File: config.mk
export PLATFORM = sky130hd
export DESIGN_NAME = orv64_dmem_req_ctrl
export DESIGN_NICKNAME = d
export VERILOG_FILES = /design/src/rtl/orv64_dmem_req_ctrl.sv
export SDC_FILE = /design/constraint.sdc
export NUM_CORES = 1
export LEC_CHECK = 0
export CAP_MARGIN = 20
export CORE_MARGIN = 4
export CORE_UTILIZATION = 30
export CTS_BUF_LIST = sky130_fd_sc_hd__clkbuf_16
export CTS_CLUSTER_DIAMETER = 150
export CTS_CLUSTER_SIZE = 16
export DETAILED_ROUTE_END_ITERATION = 10
export PLACE_DENSITY_LB_ADDON = 0.12
export RECOVER_POWER = 100
export SETUP_SLACK_MARGIN = 0.15
export SYNTH_ARGS = -nofsm -noshare
export SYNTH_HDL_FRONTEND = slang
export SYNTH_SLANG_ARGS = --single-unit
File: constraint.sdc
create_clock -name clk -period 2.2 [get_ports clk]
set_clock_uncertainty 0.15 [all_clocks]
set_input_delay 0.44 -clock clk [delete_from_list [all_inputs] [get_ports clk]]
set_output_delay 0.44 -clock clk [all_outputs]
set_load 0.01 [all_outputs]
File: src/rtl/orv64_dmem_req_ctrl.sv
// orv64_dmem_req_ctrl: core data-memory request sequencer with alignment check, lane steering,
// load extension and bounded miss retry.
module orv64_dmem_req_ctrl #(
   parameter int unsigned MAX_RETRY = 15
) (
   input  logic        clk,
   input  logic        rst,
   input  logic        req_valid,
   output logic        req_ready,
   input  logic [63:0] req_addr,
   input  logic        req_we,
   input  logic [1:0]  req_size,
   input  logic        req_unsigned,
   input  logic [63:0] req_wdata,
   output logic        resp_valid,
   input  logic        resp_ready,
   output logic [63:0] resp_rdata,
   output logic [1:0]  resp_err,
   output logic [63:0] data_raddr,
   output logic        data_re,
   input  logic        data_rmiss,
   input  logic [63:0] data_rdata,
   output logic [63:0] data_waddr,
   output logic [63:0] data_wdata,
   output logic [7:0]  data_wmask,
   output logic        data_we,
   input  logic        data_wmiss
);
   typedef enum logic [1:0] {IDLE, ISSUE, WAIT, RESP} state_t;
   localparam logic [7:0] MAX_R = 8'(MAX_RETRY);
   state_t      state_q, state_d;
   logic [63:0] addr_q, wdata_q, rdata_q, rdata_d, ld_sh, ld_ext;
   logic [7:0]  retry_q, retry_d, size_mask;
   logic [1:0]  size_q, err_q, err_d;
   logic        we_q, uns_q, misal, miss, timeout, sx;
   assign misal = (req_size == 2'd1 && req_addr[0]) ||
                  (req_size == 2'd2 && |req_addr[1:0]) ||
                  (req_size == 2'd3 && |req_addr[2:0]);
   // only the miss line of the direction actually issued is meaningful
   assign miss    = we_q ? data_wmiss : data_rmiss;
   assign timeout = miss && retry_q == MAX_R;
   assign sx      = ~uns_q;
   assign ld_sh   = data_rdata >> {addr_q[2:0], 3'b000};
   assign ld_ext  = size_q == 2'd0 ? {{56{sx & ld_sh[7]}}, ld_sh[7:0]} :
                    size_q == 2'd1 ? {{48{sx & ld_sh[15]}}, ld_sh[15:0]} :
                    size_q == 2'd2 ? {{32{sx & ld_sh[31]}}, ld_sh[31:0]} : ld_sh;
   always_ff @(posedge clk) begin
      if (rst) state_q <= IDLE;
      else     state_q <= state_d;
   end
   always_comb begin
      state_d = state_q;
      case (state_q)
         IDLE:    state_d = req_valid ? (misal ? RESP : ISSUE) : IDLE;
         ISSUE:   state_d = WAIT;
         WAIT:    state_d = (miss && !timeout) ? ISSUE : RESP;
         default: state_d = resp_ready ? IDLE : RESP;
      endcase
   end
   always_comb begin
      size_mask  = size_q == 2'd0 ? 8'h01 : size_q == 2'd1 ? 8'h03 : size_q == 2'd2 ? 8'h0F : 8'hFF;
      req_ready  = state_q == IDLE;
      resp_valid = state_q == RESP;
      resp_rdata = rdata_q;
      resp_err   = err_q;
      data_raddr = {addr_q[63:3], 3'b000};
      data_waddr = {addr_q[63:3], 3'b000};
      data_re    = state_q == ISSUE && !we_q && !rst;
      data_we    = state_q == ISSUE && we_q && !rst;
      data_wmask = we_q ? size_mask << addr_q[2:0] : '0;
      data_wdata = we_q ? wdata_q << {addr_q[2:0], 3'b000} : '0;
   end
   always_comb begin
      retry_d = retry_q;
      err_d   = err_q;
      rdata_d = rdata_q;
      if (state_q == IDLE && req_valid) begin
         retry_d = '0;
         err_d   = misal ? 2'd1 : 2'd0;
         rdata_d = '0;
      end else if (state_q == WAIT) begin
         retry_d = (miss && !timeout) ? retry_q + 8'd1 : retry_q;
         err_d   = timeout ? 2'd2 : 2'd0;
         rdata_d = (miss || we_q) ? '0 : ld_ext;
      end
   end
   always_ff @(posedge clk) begin
      if (rst) begin
         addr_q  <= '0;
         wdata_q <= '0;
         we_q    <= 1'b0;
         size_q  <= '0;
         uns_q   <= 1'b0;
         retry_q <= '0;
         err_q   <= '0;
         rdata_q <= '0;
      end else begin
         if (state_q == IDLE && req_valid && !misal) begin
            addr_q  <= req_addr;
            wdata_q <= req_wdata;
            we_q    <= req_we;
            size_q  <= req_size;
            uns_q   <= req_unsigned;
         end
         retry_q <= retry_d;
         err_q   <= err_d;
         rdata_q <= rdata_d;
      end
   end
endmodule

# Word level (Yosys, flattened, before mapping)
# Cells that the tools add are included.
dict set report totals {
  regBits 208
  input_bits 202
  output_inout_bits 270
  elab_cells 70
}
dict set report classes {
  addsub 1
  n_eq_ne 9
  n_shift 3
  mux 19
  bitwise_logic 4
  reduce_logical 25
}
# op n
set op_table {}
lappend op_table {{$mux W64} 5}
lappend op_table {{$shl A64 B6 Y64} 1}
lappend op_table {{$shr A64 B6 Y64} 1}
lappend op_table {{$mux W8} 4}
lappend op_table {{$mux W2} 7}
lappend op_table {{$logic_and A1 B1 Y1} 11}
lappend op_table {{$eq A2 B2 Y1 const B} 5}
lappend op_table {{$add A8 B1 Y8 const B} 1}
lappend op_table {{$eq A8 B4 Y1 const B} 1}
lappend op_table {{$shl A8 B3 Y8} 1}
lappend op_table {{$eq A2 B1 Y1 const B} 3}
lappend op_table {{$pmux W2 S3} 1}
lappend op_table {{$logic_not A1 Y1} 4}
lappend op_table {{$logic_not A2 Y1} 2}
lappend op_table {{$reduce_or A2 Y1} 2}
lappend op_table {{$and A1 B1 Y1} 3}
lappend op_table {{$logic_or A1 B1 Y1} 3}
lappend op_table {{$reduce_or A3 Y1} 1}
lappend op_table {{$mux W1} 2}
lappend op_table {{$reduce_and A2 Y1} 1}
lappend op_table {{$reduce_bool A2 Y1} 1}
lappend op_table {{$not A1 Y1} 1}

# Longest topological paths before layout
# Gate-level depths: netlist of the first run.
dict set report logic_depth {
  depth_word 7
  depth_mapped 10
  ltp_nobuf 5
}

# Worst setup path after synthesis of the first run
# Ideal clock, no wire load.
dict set report synth_path {
  path_type {register -> output}
  from {register addr_q[0]}
  to {output port data_wdata[49]}
  arrival_time_ps 1724
  setup_slack_ps -114
  path_stages_with_launch 10
  path_cell_list {dfxtp_1 > buf_6 > buf_6 > buf_4 > buf_4 > buf_6 > mux2i_1 > o22ai_1 > nand2_1 > a21boi_0}
}
dict set report synth_between {
  elab_chain_len 2
}
# element line
set synth_rtl {}
lappend synth_rtl {{from (decl)} 32} ;# logic [63:0] addr_q, wdata_q, rdata_q, rdata_d, ld_sh, ld_ext;
lappend synth_rtl {{from (signal assigned)} 99} ;# addr_q <= req_addr;
lappend synth_rtl {{$shl A64 B6 Y64} 71} ;# data_wdata = we_q ? wdata_q << {addr_q[2:0], 3'b000} : '0;
lappend synth_rtl {{$mux W64} 71}
lappend synth_rtl {{to (decl)} 24} ;# output logic [63:0] data_wdata,
# Every way passes these cells.

# Final worst setup path of the first run
dict set report layout_path {
  from {register addr_q[0]}
  to {output port data_wdata[36]}
}
# The elaborated chain is that of the path after synthesis.

==> flow_metrics.env, run 1 <==
export IMPL_async_flop_share_pct=0
export IMPL_yosysWarningCount=0
export IMPL_setup_ws_ps=-524.4
export IMPL_finalSetupTns_ps=-38110
export IMPL_drc=0
export IMPL_dieArea_sq_um=44170
export IMPL_r2r_end="resp_rdata[46]"
export IMPL_total_power_uw=9661
export IMPL_wl_met1_um=22030
export IMPL_grt_pass1_wl_um=80910
export IMPL_ys_types=69
export IMPL_top_layer="met5"
export IMPL_portBuffers=465
export IMPL_via_count=13100
export IMPL_cts_root_buf="clkbuf_16"
export IMPL_ys_seq_elements=208
export IMPL_dr_wl_met2_um=26740
export IMPL_insertion_delay_ps=510
export IMPL_final_common_cell="nand2_1"
export IMPL_power_density_nw_per_um2=492.4
export IMPL_numCtsBuffers=16
export IMPL_relSlewSlack_pct=49.71
export IMPL_finalMaxSlewViolations=0
export IMPL_pin_count=472
export IMPL_coreArea_sq_um=40100
export IMPL_ys_seq_area_share_pct=33.96
export IMPL_vias_per_cell=5.056
export IMPL_met3WireLength_um=4000
export IMPL_maxCapViolCount=0
export IMPL_crit_path_start="addr_q[0]"
export IMPL_fp_row_count=73
export IMPL_wl_per_cell_um=21.23
export IMPL_die_h_um=210.2
export IMPL_grt_max_degree=135
export IMPL_synth_area_sq_um=12260
export IMPL_vdd_drop_max_mv=0.4722
export IMPL_status="finished with violations"
export IMPL_p_switching_uw=2939
export IMPL_clkSinkCount=208
export IMPL_most_common_layout_cells="378 x nand2_1, 201 x a21oi_1, 201 x clkdlybuf4s50_1"
export IMPL_swShare_pct=30.43
export IMPL_hold_path_end="state_q[0]"
export IMPL_min_period_ps=2724
export IMPL_hp_class="in -> reg"
export IMPL_clkTransAtPathRegs_ps=90
export IMPL_pre_cts_ws_ps=-383.6
export IMPL_dr_pass1_iters=5
export IMPL_crit_slowest_cell="dfxtp_4"
export IMPL_fmax_mhz=367.1
export IMPL_yosys_most_used_dff="dfxtp_1"
export IMPL_drive_gt1_share_pct=26.00
export IMPL_r2r_start="addr_q[0]"
export IMPL_multi_input_area_sq_um=7361
export IMPL_path_max_fanout=7
export IMPL_nets=2267
export IMPL_grt_total_usage_pct=23.25
export IMPL_dp_cells=2525
export IMPL_holdCritStartpoint="rst"
export IMPL_p_int_uw=6722
export IMPL_path_cells="buf_12, buf_12, buf_16, mux2i_1, buf_4, nand2_2, a32o_2, buf_6"
export IMPL_initial_core_util_pct=30.58
export IMPL_hold_depth=2
export IMPL_gp_congestion=0.9428
export IMPL_critPathMaxStageDelay_ps=460
export IMPL_cts_htree_levels=1
export IMPL_p_leak_uw=0.007920
export IMPL_cts_tree="yes"
export IMPL_critPathRequiredTime_ps=1610
export IMPL_synth_edff_count=0
export IMPL_violations="setup timing"
export IMPL_rsz0062_at_grt="yes"
export IMPL_die_w_um=210.2
export IMPL_cts_max_path_buffers=3
export IMPL_synth_cells=1593
export IMPL_worst_setup_path_start_kind="flip-flop"
export IMPL_overflow=0
export IMPL_regArea_sq_um=4180
export IMPL_routed_wl_um=55030
export IMPL_fill_cells=3890
export IMPL_end_kind="primary output"
export IMPL_worstMarginPinSlew_ps=754.4
export IMPL_syn2layout_area_growth_pct=60.02
export IMPL_syn_area_per_cell_sq_um=7.697
export IMPL_cpMostUsedCell="buf_12"
export IMPL_postRouteAntennaNets=0
export IMPL_fin_cells=2592
export IMPL_first_global_vias=13250
export IMPL_fin_util_pct=48.93
export IMPL_combPwrFrac_pct=28.4
export IMPL_min_period_over_period_pct=123.8
export IMPL_r2r_slack_ps=-250
export IMPL_p_seq_share_pct=42.6
export IMPL_hold_viol_final=0
export IMPL_postCtsHoldBufs=0
export IMPL_setup_worst_path_class="reg -> out"
export IMPL_r2r_cells=7
export IMPL_hpwl_um=41650
export IMPL_antenna_found_initial=4
export IMPL_setup_violations=141
export IMPL_crit_arrival_ps=2130
export IMPL_drt_iter0_markers=806
export IMPL_clockPowerShare_pct=29.0
[repair_timing]
item                                    CTS  global route
cloned                                    4             1
endpoints found under the setup margin  193           304
pin swaps                                45            45
gates resized for setup                 494           114
setup buffers                            29            12
[critical path, delay by kind of cell, from the launching register on]
kind	cells	cell delay, ps
DFF	1	460
and+or+nand+nor	1	50
AOI/OAI and AO/OA	1	280
buffers and inverters	5	640
muxes	1	190
[worst max-delay path by stage]
| stage | to | slack, ps | depth (start not counted) |
|---|---|---|---|
| global route | data_wdata[41] | -610 | 8 |
| floorplan | data_wdata[35] | 50 | 8 |
| finish | data_wdata[36] | -520 | 8 |
| global placement | data_wdata[45] | -360 | 6 |
| detailed placement | data_wdata[45] | -380 | 6 |
| CTS | data_wdata[52] | -520 | 9 |
[logic make-up (layout without fill, tap and decap cells)]
kind of cell | Yosys count | after routing | share of synthesized area [%]
adder cells (fa/ha/maj) | 1 | 1 | 0.1020
multiplexers | 109 | 109 | 10.23
buffers and inverters | 270 | 737 | 13.42
flip-flops | 208 | 208 | 33.96
AO/OA/AOI/OAI | 404 | 404 | 20.59
AND/OR/NAND/NOR | 591 | 591 | 21.02
XOR/XNOR | 9 | 9 | 0.6429
other | 1 | 8 | 0.03058
[through the flow]
step                      hold WS [ps]  instance area, sq um
after floorplan                  281.8                 12440
after global placement           289.0                 17940
after detailed placement         293.3                 17940
after CTS                        26.06                 19200
after global routing             27.55                 19620
final                            32.83                 19620
[Yosys cell counts (all sizes together), types with 4 or more instances]
library cell,instances,area share (%)
mux2i,74,6.0
a211oi,28,1.7
a211o,4,0.29
o22ai,12,0.66
xor2,8,0.57
o21ai,47,1.9
buf,201,11
a31oi,4,0.20
inv,7,0.21
nand3,15,0.65
o311a,5,0.41
mux2,25,2.4
a21oi,213,8.7
a32o,14,1.1
or2,4,0.20
nor2b,43,2.2
a22oi,7,0.43
and3,12,0.65
o32ai,20,1.5
clkbuf,62,1.9
nand2,394,12
and2,28,1.4
o2bb2ai,7,0.55
a21boi,8,0.49
mux4,10,1.8
nor3,6,0.33
a32oi,8,0.57
nand4,5,0.26
nand2b,4,0.20
o31ai,9,0.55
nor2,71,2.2
dfxtp,208,34
[layout make-up]
type                            count  area share (%)
Antenna cell                        2         0.02551
Clock buffer                       17           2.168
Clock inverter                      2         0.03826
Inverter                            7          0.1339
Multi-Input combinational cell   1120           37.51
Sequential cell                   208           21.30
Tap cell                          525           3.348
Timing Repair Buffer              711           35.47
[power groups by stage]
stage	Sequential, uW	Combinational (uW)	Clock [uW]
6_report	4120	2740	2800
5_1_grt	4140	2920	3020
2_1_floorplan	4140	1260	0
3_3_place_gp	4180	2540	0
3_5_place_dp	4180	2540	0
4_1_cts	4120	2710	2900
[flip-flops by register name, indices dropped and copies added, names as in the netlist]
signal / count
addr_q: 64
resp_err: 2
resp_rdata: 64
retry_q: 8
size_q: 2
state_q: 2
uns_q: 1
wdata_q: 64
we_q: 1
[layer usage]
| metal | global-route usage, % | up-vias |
|---|---|---|
| met5 | 0 | - |
| met3 | 5.045 | 102 |
| li1 | - | 6299 |
| met1 | 28.53 | 6183 |
| met2 | 40.34 | 518 |
| met4 | 8.213 | 2 |
(Power assumes the default switching activity.)
==> run 2: changes to the inputs <==
Settings changed: CTS_CLUSTER_DIAMETER 150 to 40.
==> run 2 against run 1 <==
  * The run still ends with setup timing left
  * Worst setup slack lost 95 ps
  * Cell area rose by 11%
  * First-iteration DRC count rose by 4.0%
  * Register-to-register slack worse by 160 ps
  * Sequential power is essentially flat
  * Cell count increased by 4.0%
  * Utilization up 5.3 points
  * Flip-flop and latch count did not move
  * Worst hold slack improved by 36 ps
  * Sequential share of layout area decreased by 2.1 points
  * Non-clock buffer count rose by 42
  * Maximum frequency fell by 3.4%
  * Critical path type unchanged
  * Largest cell class unchanged
  * Highest routed layer unchanged
==> flow_metrics.env, run 2 (synthesis gave the netlist of run 1 again) <==
export IMPL_status="finished with violations"
export IMPL_violations="setup timing"
export IMPL_rsz0062_at_grt="yes"
export IMPL_final_common_cell="nand2_1"
export IMPL_overflow=0
export IMPL_hp_class="in -> reg"
export IMPL_combPwrFrac_pct=22.1
export IMPL_setup_violations=137
export IMPL_cts_max_path_buffers=3
export IMPL_drive_gt1_share_pct=33.61
export IMPL_grt_pass1_wl_um=82640
export IMPL_gp_congestion=0.9428
export IMPL_cpMostUsedCell="buf_12"
export IMPL_fp_row_count=73
export IMPL_critPathBufInv=4
export IMPL_vias_per_cell=5.086
export IMPL_nets=2337
export IMPL_first_global_vias=13600
export IMPL_worstMarginPinSlew_ps=831.1
export IMPL_wl_per_cell_um=21.50
export IMPL_pre_cts_ws_ps=-383.6
export IMPL_critPathRequiredTime_ps=1610
export IMPL_p_int_uw=9613
export IMPL_vdd_drop_max_mv=0.5767
export IMPL_clockPowerShare_pct=47.8
export IMPL_routed_wl_um=57950
export IMPL_portBuffers=465
export IMPL_cpLargestDelayFamily="buffers and inverters"
export IMPL_clkTransAtPathRegs_ps=50
export IMPL_swShare_pct=30.20
export IMPL_power_density_nw_per_um2=633.8
export IMPL_crit_slowest_cell="dfxtp_4"
export IMPL_holdCritStartpoint="rst"
export IMPL_postRouteAntennaNets=0
export IMPL_grt_total_usage_pct=24.00
export IMPL_syn2layout_area_growth_pct=77.20
export IMPL_antenna_found_initial=3
export IMPL_hpwl_um=41650
export IMPL_most_common_layout_cells="371 x nand2_1, 203 x dfxtp_1, 199 x clkdlybuf4s50_1"
export IMPL_via_count=13710
export IMPL_worst_setup_path_start_kind="flip-flop"
export IMPL_end_kind="primary output"
export IMPL_fin_area_sq_um=21730
export IMPL_p_switching_uw=4159
export IMPL_drt_iter0_markers=838
export IMPL_path_max_fanout=7
export IMPL_numCtsBuffers=44
export IMPL_clkSinkCount=208
export IMPL_crit_arrival_ps=2230
export IMPL_insertion_delay_ps=580
export IMPL_min_period_over_period_pct=128.2
export IMPL_setup_worst_path_class="reg -> out"
export IMPL_initial_core_util_pct=30.58
export IMPL_die_h_um=210.2
export IMPL_finalMaxSlewViolations=0
export IMPL_critPathMaxStageDelay_ps=470
export IMPL_min_period_ps=2819
export IMPL_maxCapViolCount=0
export IMPL_fmax_mhz=354.7
export IMPL_r2r_start="addr_q[0]"
export IMPL_drc=0
export IMPL_dr_pass1_iters=6
export IMPL_p_leak_uw=0.008347
export IMPL_cts_tree="yes"
export IMPL_cts_htree_levels=2
export IMPL_placed_area_sq_um=17940
export IMPL_setup_ws_ps=-619.3
export IMPL_pin_count=472
export IMPL_coreArea_sq_um=40100
export IMPL_crit_path_start="addr_q[0]"
export IMPL_path_cells="buf_12, buf_12, buf_16, mux2i_4, nand2_1, a32o_2, buf_6"
export IMPL_cts_root_buf="clkbuf_16"
export IMPL_die_w_um=210.2
export IMPL_relSlewSlack_pct=44.59
export IMPL_dieArea_sq_um=44170
export IMPL_hold_viol_final=0
export IMPL_grt_max_degree=135
export IMPL_p_seq_share_pct=30.1
run 2: changes by cell type in the layout (fill, tap and decap cells not counted), sizes merged, moves of 9 or more:
| cell | before | now |
|---|---|---|
| buf | 301 | 345 |
| inv | 8 | 22 |
| dlygate4sd2 | 37 | 46 |
| clkdlybuf4s25 | 14 | 118 |
| clkbuf | 30 | 84 |
| clkinv | 1 | 13 |
| dlygate4sd3 | 137 | 3 |
run 2: cell type report:
type | count | area [sq um]
fillers | 3699 | 18370
multi-input cells | 1120 | 8040
repair buffers | 753 | 7366
flip-flops and latches | 208 | 4175
clock buffers | 44 | 1101
well taps | 525 | 656.9
clock inverters | 37 | 360.3
inverters | 7 | 26.28
diodes | 1 | 2.502
run 2: worst min-delay path: stages:
cell and delay, ps:
buf_4 150, a21oi_1 50, o21a_1 90
run 2: timing repair:
item                       4_1_cts  5_1_grt
hold buffers                     1        0
hold endpoints to repair         1        0
gates cloned                     4        7
pin swaps                       40      131
setup buffers                   29       47
setup endpoints to repair      324      328
resized for setup              491      454
run 2: path summary, 6_finish.rpt:
check,slack [ps],endpoint,cells after the start
max,-620,data_wdata[35],7
min,70,state_q[1],3
max reg2reg,-410,resp_rdata[27],10
min reg2reg,300,resp_rdata[22],2
run 2: per-layer routing:
layer	up-vias	wire length [um]	global-route usage, %
met2	588	28370	41.15
met1	6517	22670	28.67
met3	134	4415	6.310
met5	-	13	0
li1	6465	-	-
met4	2	2478	9.676
run 2: through the flow:
step	hold slack, ps	cells	util (%)	TNS (ps)	power (uW)
after global routing	60.42	2695	54.19	-63860	14290
after floorplan	281.8	1598	-	0	5396
after CTS	34.09	2640	50.37	-45930	13570
final	68.55	2695	54.19	-50990	13770
after global placement	289.0	2525	44.75	-46130	6715
after detailed placement	293.3	2525	44.75	-43540	6722
run 2: power by group through the flow:
stage / logic, uW / clock network [uW] / registers [uW]
floorplan: 1260 / 0 / 4140
global placement: 2540 / 0 / 4180
detailed placement: 2540 / 0 / 4180
CTS: 2700 / 6740 / 4130
global route: 3230 / 6900 / 4160
finish: 3050 / 6590 / 4140
==> edit: new RTL, settings of run 2 <==
Re-encode `state_t` (4 states) as one-hot, 4 bits wide.
--- a/src/rtl/orv64_dmem_req_ctrl.sv
+++ b/src/rtl/orv64_dmem_req_ctrl.sv
@@ -26,7 +26,7 @@
    output logic        data_we,
    input  logic        data_wmiss
 );
-   typedef enum logic [1:0] {IDLE, ISSUE, WAIT, RESP} state_t;
+   typedef enum logic [3:0] {IDLE = 4'b0001, ISSUE = 4'b0010, WAIT = 4'b0100, RESP = 4'b1000} state_t;
    localparam logic [7:0] MAX_R = 8'(MAX_RETRY);
    state_t      state_q, state_d;
    logic [63:0] addr_q, wdata_q, rdata_q, rdata_d, ld_sh, ld_ext;
Function: no difference found for any inputs over 4 cycles, from zero or initial values and one cycle with rst high; so few cycles prove little.
==> edit against run 2 <==
The flow still finishes with violations (negative setup slack). Worst setup slack gained 0.11 ns. Die area shrank 1.4%. Power shrank 0.78%. Non-clock buffer count grew 41. Wire length grew 4.4%. Synthesized area shrank 1.5%. Synthesized cell count shrank 0.82%. Cell area grew 7.2%. Critical path depth grew 2. Global-route usage shrank 0.26 points. Sequential cell count grew 2. Highest routed layer unchanged.
==> edit: results (changes against run 2) <==
Synth
  • Register area share after synthesis: 34.8% (was 34.0%)
  • Syn Inst Count: 1580 (was 1593)
  • Top post-synthesis cells by area: dfxtp_1 (35%), nand2_1 (11%), a21oi_1 (9.1%) (was dfxtp_1 (34%), nand2_1 (12%), a21oi_1 (8.7%))
  • Synth Area in Compound Gates: 19.2% (was 20.6%)
  • Yosys cell types: 56 (was 69)
  • Post-synthesis xor/xnor area fraction: 0.725% (was 0.643%)
  • Proportion of synthesized area in mux cells: 13.2% (was 10.2%)

Status
  • Outcome: finished, violations left (unchanged)
  • Failing checks: negative setup slack (unchanged)

Timing
  • Setup ws final: -0.505 ns (was -0.619 ns)
  • Slew @ Worst Pin: 1.23 ns (was 0.831 ns)
  • Setup violations, final: 258 (was 137)

Power
  • Pleak: 9.40 nW (was 8.35 nW)

Final layout
  • Nets: 2377 (was 2337)
  • Fillers: 3494 (was 3699)

CTS
  • CTS buffer count: 41 (was 44)
  • CTS Sinks: 210 (was 208)
  • Worst-Skew Late Latency: 0.55 ns (was 0.58 ns)

Place
  • Detail Placement HPWL: 39400 um (was 41700 um)
  • Placed cell area: 17900 um^2 (about the same)
  • Total placed cells including tap cells: 2502 (was 2525)

Routing
  • Vias/cell: 5.12 (was 5.09)
  • Drt first pass iters: 5 (was 6)
  • DR vias: 13985 (was 13706)

Global routing
  • Largest net degree at the start of global routing: 79 (was 135)
  • First-pass GRT wire length: 81800 um (was 82600 um)
  • Vias in the first global route: 13414 (was 13600)
  • Initial antenna violation count: 9 (was 3)

Worst setup path
  • Reg2Reg Depth: 11 (was 10)
  • Flop2flop setup slack: -0.31 ns (was -0.41 ns)

Min path
  • HP Start: req_wdata[31] (was rst)
-- edit: through the flow --
stage          setup TNS, ns  setup slack [ns]
4_1_cts               -30.62            -0.520
5_1_grt               -68.77            -0.573
2_1_floorplan              0            0.0897
6_report              -49.71            -0.505
3_5_place_dp          -40.54            -0.329
3_3_place_gp          -38.10            -0.329
-- edit: area by class of cell --
cell class	instances	share of cell area (%)
Antenna cell	3	0.0322
Clock buffer	43	4.62
Clock inverter	31	1.27
Inverter	11	0.258
Multi-Input combinational cell	1116	37.0
Sequential cell	210	18.1
Tap cell	525	2.82
Timing Repair Buffer	794	35.8
-- edit: worst register-to-register path: cells and delay by family, from the launching register on --
family	cells	cell delay, ns
and+or+nand+nor	1	0.15
buffers and inverters	6	0.92
AOI/OAI and AO/OA	4	0.83
DFF	1	0.41
-- edit: logic make-up (layout without fill, tap and decap cells) --
group	after synthesis	count (layout)
AO/OA/AOI/OAI	400	400
XOR/XNOR	10	10
adder cells (fa/ha/maj)	1	1
buffers and inverters	263	879
flip-flops	210	210
multiplexers	145	145
other	1	9
AND/OR/NAND/NOR	550	554
-- edit: layer usage --
| metal | GRT usage, % | share of wire, % | up-vias |
|---|---|---|---|
| met1 | 31.3 | 42 | 6734 |
| met4 | 6.64 | 2.3 | 12 |
| met5 | 0 | 0.14 | - |
| met3 | 5.89 | 7.1 | 101 |
| met2 | 38.9 | 48 | 619 |
| li1 | - | - | 6519 |
-- edit: power breakdown --
group	switching, W	internal (W)
Combinational	0.00157	0.00170
Sequential	0.000174	0.00394
Clock	0.00232	0.00396
Total	0.00406	0.00960
-- edit: what timing repair did --
item                                    in CTS  in global routing
endpoints found under the setup margin     434                432
cloned                                      11                 39
buffers inserted                            56                 48
gates resized for setup                    520                458
pin swaps                                   58                184
hold buffers                                 0                  0
